<file path="config.mk">
export PLATFORM = sky130hd
export DESIGN_NAME = keypad_event_scanner_flat
export DESIGN_NICKNAME = d
export VERILOG_FILES = /design/src/rtl/keypad_event_scanner_if.sv /design/src/rtl/keypad_event_scanner.sv /design/src/flat_wrapper.sv
export SDC_FILE = /design/constraint.sdc
export NUM_CORES = 1
export LEC_CHECK = 0
export ABC_AREA = 1
export CAP_MARGIN = 5
export CORE_ASPECT_RATIO = 1.5
export CORE_MARGIN = 1.5
export CORE_UTILIZATION = 55
export DETAILED_ROUTE_END_ITERATION = 6
export PLACE_DENSITY = 0.84
export SLEW_MARGIN = 40
export SYNTH_ARGS = -nofsm -noshare
export SYNTH_HDL_FRONTEND = slang
export SYNTH_SLANG_ARGS = --single-unit
</file>
<file path="constraint.sdc">
create_clock -name clk -period 4.3 [get_ports clk]
set_input_delay 0.43 -clock clk [delete_from_list [all_inputs] [get_ports clk]]
set_output_delay 0.43 -clock clk [all_outputs]
set_load 0.05 [all_outputs]
</file>
<file path="src/rtl/keypad_event_scanner_if.sv">
// Keypad scanner bundle: raw row inputs in, column drive and key event outputs back.
// The scanner takes the slave side; the keypad/controller side takes the master side.
interface keypad_event_scanner_if;
    logic [3:0] row;
    logic [3:0] shift_col;
    logic [3:0] key_code;
    logic       key_valid;
    logic       key_held;

    modport slave  (input  row, output shift_col, key_code, key_valid, key_held);
    modport master (output row, input  shift_col, key_code, key_valid, key_held);
endinterface

</file>
<file path="src/rtl/keypad_event_scanner.sv">
// 4x4 matrix keypad scanner with a single scan/debounce/held/release FSM.
// It emits one key_valid pulse per accepted press, with key_code held until the next press.
module keypad_event_scanner #(
    parameter int SCAN_DIV        = 50000,
    parameter int DEBOUNCE_CYCLES = 500000
) (
    input  logic                   clk,
    input  logic                   reset,
    keypad_event_scanner_if.slave  bus
);
    localparam int DW = (SCAN_DIV > 1)        ? $clog2(SCAN_DIV)        : 1;
    localparam int BW = (DEBOUNCE_CYCLES > 1) ? $clog2(DEBOUNCE_CYCLES) : 1;
    localparam logic [DW-1:0] DWELL_LAST = DW'(SCAN_DIV - 1);
    localparam logic [BW-1:0] DB_LAST    = BW'(DEBOUNCE_CYCLES - 1);

    typedef enum logic [1:0] {ST_SCAN, ST_DEBOUNCE, ST_HELD, ST_RELEASE} state_t;

    state_t        r_state;
    logic [3:0]    r_row_meta;
    logic [3:0]    r_row_sync;
    logic [1:0]    r_col;
    logic [1:0]    r_row_idx;
    logic [3:0]    r_pattern;
    logic [DW-1:0] r_dwell;
    logic [BW-1:0] r_db;
    logic [3:0]    r_key_code;
    logic          r_key_valid;
    logic          r_key_held;

    logic [3:0]    w_low;
    logic          w_single;
    logic          w_idle;
    logic [1:0]    w_row_enc;
    logic [3:0]    w_code;

    function automatic logic [3:0] key_map(input logic [1:0] r, input logic [1:0] c);
        logic [3:0] code;
        case ({r, c})
            4'h0: code = 4'h1;  4'h1: code = 4'h2;  4'h2: code = 4'h3;  4'h3: code = 4'hA;
            4'h4: code = 4'h4;  4'h5: code = 4'h5;  4'h6: code = 4'h6;  4'h7: code = 4'hB;
            4'h8: code = 4'h7;  4'h9: code = 4'h8;  4'hA: code = 4'h9;  4'hB: code = 4'hC;
            4'hC: code = 4'hE;  4'hD: code = 4'h0;  4'hE: code = 4'hF;  default: code = 4'hD;
        endcase
        return code;
    endfunction

    // A single low row is accepted; two or more lows are treated as ghosting.
    assign w_low    = ~r_row_sync;
    assign w_single = (w_low != 4'd0) && ((w_low & (w_low - 4'd1)) == 4'd0);
    assign w_idle   = &r_row_sync;
    assign w_code   = key_map(r_row_idx, r_col);

    always_comb begin
        w_row_enc = 2'd0;
        for (int i = 0; i < 4; i++) begin
            if (w_low[i]) w_row_enc = 2'(i);
        end
    end

    always_ff @(posedge clk or negedge reset) begin
        if (!reset) begin
            r_row_meta <= 4'hF;
            r_row_sync <= 4'hF;
        end else begin
            r_row_meta <= bus.row;
            r_row_sync <= r_row_meta;
        end
    end

    always_ff @(posedge clk or negedge reset) begin
        if (!reset) begin
            r_state     <= ST_SCAN;
            r_col       <= 2'd0;
            r_row_idx   <= 2'd0;
            r_pattern   <= 4'hF;
            r_dwell     <= '0;
            r_db        <= '0;
            r_key_code  <= 4'd0;
            r_key_valid <= 1'b0;
            r_key_held  <= 1'b0;
        end else begin
            r_key_valid <= 1'b0;
            case (r_state)
                ST_SCAN: begin
                    if (r_dwell == DWELL_LAST) begin
                        r_dwell <= '0;
                        if (w_single) begin
                            r_pattern <= r_row_sync;
                            r_row_idx <= w_row_enc;
                            r_db      <= '0;
                            r_state   <= ST_DEBOUNCE;
                        end else begin
                            r_col <= r_col + 2'd1;
                        end
                    end else begin
                        r_dwell <= r_dwell + DW'(1);
                    end
                end
                ST_DEBOUNCE: begin
                    if (r_row_sync == r_pattern) begin
                        if (r_db == DB_LAST) begin
                            r_key_code  <= w_code;
                            r_key_valid <= 1'b1;
                            r_key_held  <= 1'b1;
                            r_state     <= ST_HELD;
                        end else begin
                            r_db <= r_db + BW'(1);
                        end
                    end else begin
                        r_dwell <= '0;
                        r_state <= ST_SCAN;
                    end
                end
                ST_HELD: begin
                    // Rollover within the frozen column is absorbed here.
                    if (w_idle) begin
                        r_db    <= '0;
                        r_state <= ST_RELEASE;
                    end
                end
                ST_RELEASE: begin
                    if (w_idle) begin
                        if (r_db == DB_LAST) begin
                            r_key_held <= 1'b0;
                            r_col      <= r_col + 2'd1;
                            r_dwell    <= '0;
                            r_state    <= ST_SCAN;
                        end else begin
                            r_db <= r_db + BW'(1);
                        end
                    end else begin
                        r_state <= ST_HELD;
                    end
                end
                default: r_state <= ST_SCAN;
            endcase
        end
    end

    assign bus.shift_col = ~(4'b0001 << r_col);
    assign bus.key_code  = r_key_code;
    assign bus.key_valid = r_key_valid;
    assign bus.key_held  = r_key_held;
endmodule

</file>
<file path="src/flat_wrapper.sv">
// flat-port wrapper written by rule: the top's interface ports become plain ports
module keypad_event_scanner_flat 
#(
    parameter int SCAN_DIV        = 50000,
    parameter int DEBOUNCE_CYCLES = 500000
)
  (clk, reset, bus_row, bus_shift_col, bus_key_code, bus_key_valid, bus_key_held);
  keypad_event_scanner_if bus_i ();
  input  logic clk;
  input  logic reset;
  input wire logic [$bits(bus_i.row)-1:0] bus_row;
  output wire logic [$bits(bus_i.shift_col)-1:0] bus_shift_col;
  output wire logic [$bits(bus_i.key_code)-1:0] bus_key_code;
  output wire logic [$bits(bus_i.key_valid)-1:0] bus_key_valid;
  output wire logic [$bits(bus_i.key_held)-1:0] bus_key_held;
  assign bus_i.row = bus_row;
  assign bus_shift_col = bus_i.shift_col;
  assign bus_key_code = bus_i.key_code;
  assign bus_key_valid = bus_i.key_valid;
  assign bus_key_held = bus_i.key_held;
  keypad_event_scanner #(.SCAN_DIV(SCAN_DIV), .DEBOUNCE_CYCLES(DEBOUNCE_CYCLES)) u_core (.clk(clk), .reset(reset), .bus(bus_i));
endmodule
</file>
======== Yosys cells after proc, flatten, opt, wreduce, memory -nomap -nowiden ========
Memory sizes are Yosys's and may differ from the RTL's. A register that Yosys moved wholly into a read port is not among the register bits.
Index checks and enable logic that the tools add are counted.
storage, ports and cells
  word-level logic and storage cells ...... 88
  ROM bits ................................ 64
  flip-flop bits (word level) ............. 55
  RAM bits ................................ 0
  input port bits ......................... 6
  latch bits .............................. 0
  output and inout port bits .............. 10
  memories ................................ 1
operators by class
  reductions and logical operators ........ 16
  $mul .................................... 0
  div/mod/pow operators ................... 0
  bitwise logic cells ..................... 3
  add/subtract/negate cells ............... 4
  muxes and demuxes ....................... 36
  eq/ne operators ......................... 17
  $lt $le $gt $ge ......................... 0
  shift-type cells ........................ 1
memories
  memory           words  bits a word  read ports  clocked after Yosys merged registers in  wr ports  line                        text
  (no name shown)  16     4            1           1                                        0         keypad_event_scanner.sv:38  case ({r, c})
operators with widths
  kind                                                   number
  2-to-1 mux 19 bit                                      6
  one-hot mux 19 bit (4 select lines)                    1
  2-to-1 mux 16 bit                                      4
  one-hot mux 16 bit (3 select lines)                    1
  2-to-1 mux 2 bit                                       13
  AND reduction 5 bit                                    4
  adder 19 x 1 -> 19 bit, second input constant          1
  equality test 19 bit, second input constant            1
  adder 16 x 1 -> 16 bit, second input constant          1
  equality test 16 bit, second input constant            1
  inequality test 2 x 1 -> 1 bit, second input constant  7
  2-to-1 mux 1 bit                                       8
  NOT 4 bit                                              2
  one-hot mux 2 bit (4 select lines)                     1
  AND reduction 4 bit                                    2
  inequality test 3 bit, second input constant           2
  AND reduction 3 bit                                    2
  AND 4 bit                                              1
  equality test 2 bit, second input constant             2
  equality test 4 bit                                    1
  zero test 4 bit                                        1
  inequality test 2 bit, second input constant           2
  one-hot mux 2 bit (2 select lines)                     1
  nonzero test 2 bit                                     2
  10 further kinds                                       10

======== Logic depth before layout (Yosys ltp) ========
  depth after elaboration ................. 8
  mapped depth ............................ 12
  depth with buffers taken out ............ 12

======== Worst setup path before layout ========
OpenSTA, ideal clock, no wires.
  path kind ............................... register -> register
  start point ............................. register u_core.r_dwell[0]
  end point ............................... register u_core.r_db[17]
  path buffers ............................ 1
  clock period less this slack ............ 1.667 ns
  setup time .............................. 0.119 ns
  arrival ................................. 1.549 ns
  setup slack ............................. 2.633 ns
  stages on the path, launching flop included .. 12
  data required time ...................... 4.181 ns
  cells stage by stage .................... dfrtp_1 -> ha_1 -> nand2_2 -> nor2_4 -> nand2_2 -> nor2_8 -> nor2_4 -> nor2_8 -> nand2_2 -> buf_6 -> nand2_1 -> nand2_1
on the way
  word-level cells in the longest chain between the ends .. 3
ends and longest elaborated chain
  element                                          line                         text
  start, declared                                  keypad_event_scanner.sv:24   logic [DW-1:0] r_dwell;
  start signal, assigned                           keypad_event_scanner.sv:96   r_dwell <= r_dwell + DW'(1);
  equality test 16 bit                             keypad_event_scanner.sv:85   if (r_dwell == DWELL_LAST) begin
  inequality test 2 x 1 -> 1 bit (no source line)  -
  AND reduction 5 bit (no source line)             -
  end signal, assigned                             keypad_event_scanner.sv:107  r_db <= r_db + BW'(1);
  end signal, assigned                             keypad_event_scanner.sv:129  r_db <= r_db + BW'(1);
  end, declared                                    keypad_event_scanner.sv:25   logic [BW-1:0] r_db;
Every way passes these cells.
A chain may end at the register's enable or synchronous reset.

======== Final worst setup path ========
  start point ............................. register u_core.r_col[0]
  end point ............................... output port bus_shift_col[0]
on the way
  word-level cells in the longest chain between the ends .. 2
ends and longest elaborated chain
  element                    line                         text
  start, declared            keypad_event_scanner.sv:21   logic [1:0] r_col;
  start signal, assigned     keypad_event_scanner.sv:93   r_col <= r_col + 2'd1;
  start signal, assigned     keypad_event_scanner.sv:125  r_col <= r_col + 2'd1;
  left shift 1 x 2 -> 4 bit  keypad_event_scanner.sv:140  assign bus.shift_col = ~(4'b0001 << r_col);
  NOT 4 bit                  keypad_event_scanner.sv:140
  end, declared              flat_wrapper.sv:12           output wire logic [$bits(bus_i.shift_col)-1:0] bus_shift_col;
Every way passes these cells.

==> impl_metrics.toml <==
[layout]
final_cell_area_um2 = 4005
postLayoutCoreUtil_pct = 61.75
fill_cells = 616
layout_commonest_cell = "nand2_1"
insertedDiodeCount = 0
nets = 561
final_cells = 628
area_delta_synth_final_pct = 8.952
layout_common_cells = "nand2_1, nor2_1, dfrtp_1"
drive_above_1_share_pct = 8.514

[sta]
setup_viol = 0
rsz0062_at_grt = "no"
fin_worst_skew_ns = 0.01412
worst_slew_pin_slew_ns = 0.6089
finalCritPeriodShare_pct = 56.86
drv_slew = 0
period_needed_ns = 2.445
setup_slack_ns = 1.855
max_freq_mhz = 409.0
tns_ns = 0
relSlewSlack_pct = 59.40
hold_viol_final = 0

[floorplan]
die_area_um2 = 7193
rows = 36
die_x_um = 69.75
fp.dieH_um = 103.1
floorplan.initialDensity_pct = 56.67
ioPinCount = 16
core_um2 = 6486

[clock_network]
cts_buffers = 9
cts_buffer_depth = 2
clock_latency_ns = 0.34
cts_resized = 0
ctsHoldBuffers = 0
postCtsSetupRepairBufs = 0
cts-root-buf = "clkbuf_8"
htree_levels = 3
clk_pin_slew_ns = 0.07
cts_tree = "yes"
cts.sinks = 59

[status]
outcome = "completed"

[logic_synthesis]
seq_area_frac_synth_pct = 40.57
synth.net_count = 545
syn_inst = 531
syn_area_um2 = 3676
yosysUniqueCellTypes = 35
synth.avg_cell_area_um2 = 6.923
synth-seq-cells = 59
yosysWarnings = 0

[critical_path]
endpoint_kind = "output port"
startpoint_type = "flop"
worstSetupPathType = "reg2out"
r2r_start = "u_core.r_state[0]"
cp.required_ns = 3.87
r2r_slack_ns = 2.09
cp_data_arrival_time_ns = 2.02
r2r-end = "u_core.r_db[9]"
critPathMaxFanout = 6
worstRegToRegCells = 8

[worst_hold_path]
hold_path.class = "in2async"

[power]
p_leak_uw = 0.001956
ir_drop_mv = 0.1947
p_per_area_nw_per_um2 = 250.2

[placed_design]
hpwl_um = 5896
placed_area_um2 = 3850
portBuffers = 15
pre_cts_ws_ns = 2.123
gp_congestion = 0.9175
place_inst = 612

[detailed_routing]
drc = 0
vias = 3257
wl_per_cell_um = 12.64
ant_nets = 0
wl_um = 7941
vias_per_cell = 5.186
drt_iter0_markers = 206
first_pass_iters = 5

[global_route]
grt_pass1_vias = 3223
grt_pass1_wl_um = 14430
antenna_found_initial = 0
grt_remaining_overflow = 0
grt_usage_pct = 25.37
grt_max_degree = 60

[run]
maxCapViolCount = 0
how the worst max path moves through the flow:
stage / to / cells past startpoint / slack [ns] / startpoint
finish: bus_shift_col[0] / 4 / 1.85 / u_core.r_col[0]
CTS: bus_shift_col[0] / 4 / 1.82 / u_core.r_col[0]
global route: bus_shift_col[0] / 4 / 1.71 / u_core.r_col[0]
floorplan: u_core.r_db[17] / 11 / 2.63 / u_core.r_dwell[0]
global placement: u_core.r_db[16] / 10 / 2.20 / u_core.r_dwell[0]
detailed placement: u_core.r_db[8] / 8 / 2.12 / u_core.r_state[0]
registers in the layout, indices dropped and copies added (netlist names):
name,count
u_core.bus.key_valid,1
u_core.bus.key_code,4
u_core.r_row_idx,2
u_core.r_state,2
u_core.bus.key_held,1
u_core.r_col,2
u_core.r_dwell,16
u_core.r_row_meta,4
u_core.r_pattern,4
u_core.r_db,19
u_core.r_row_sync,4
kinds of logic after synthesis:
kind of cell               after synthesis  share of synthesized area, %
adders and majority gates                8                         2.723
AOI/OAI and AO/OA                       34                         4.969
and+or+nand+nor                        352                         41.25
DFF                                     59                         40.57
xor gates and xnor gates                12                         2.859
buffers and inverters                   66                         7.624
routing by layer:
layer / wire, µm / GRT usage (%) / vias to the layer above / share of wire, %
li1: - / - / 1684 / -
met1: 3197 / 27.60 / 1485 / 40
met2: 4236 / 45.64 / 64 / 53
met3: 249 / 5.865 / 24 / 3.1
met4: 258 / 14.50 / 0 / 3.2
met5: 0 / 0 / - / 0
worst max-delay path, cell delays in order (launching register included):
cell             delay, ns
dfrtp_1               0.45
inv_1                 0.15
ha_1                  0.24
inv_1                 0.05
clkdlybuf4s50_1       0.79
area by class of cell:
type / count / area (µm²) / share of cell area [%]
clock buffers: 15 / 146.4 / 3.655
clock inverters: 1 / 5.005 / 0.1250
inverters: 55 / 206.4 / 5.155
multi-input cells: 406 / 1904 / 47.55
flip-flops and latches: 59 / 1491 / 37.24
well taps: 76 / 95.09 / 2.374
repair buffers: 16 / 156.4 / 3.905
stage by stage:
step           hold WS, ns  power, µW
5_1_grt             0.1856       1045
3_5_place_dp        0.3468      603.1
6_report            0.1459       1002
3_3_place_gp        0.3453      602.1
2_1_floorplan       0.1344      584.2
4_1_cts             0.2468       1018
cell usage after synthesis, drive strengths merged:
library cell | n | area, µm²
xnor2 | 1 | 8.760
nand4 | 9 | 56.30
buf | 8 | 62.56
o211ai | 1 | 7.510
clkinv | 1 | 3.750
nor3 | 8 | 40.04
or2 | 2 | 12.52
a21oi | 4 | 20.02
ha | 8 | 100.1
nor3b | 4 | 30.03
and2 | 2 | 12.51
inv | 54 | 202.7
o22ai | 2 | 12.51
o21bai | 2 | 15.01
o21ai | 24 | 120.1
clkbuf | 3 | 11.26
nand2 | 205 | 779.5
nor2 | 83 | 374.1
dfstp | 12 | 315.3
nand3b | 4 | 30.03
xor2 | 11 | 96.34
and3 | 1 | 6.260
dfrtp | 47 | 1176
a21boi | 1 | 7.510
nand3 | 34 | 175.2
report_power, final:
part | total [µW] | switching, µW | internal, µW
Combinational | 27.2 | 19.2 | 7.96
Sequential | 566 | 3.53 | 563
Clock | 409 | 199 | 209
Total | 1000 | 222 | 780
No activity file was read; power rests on OpenSTA's default activity.
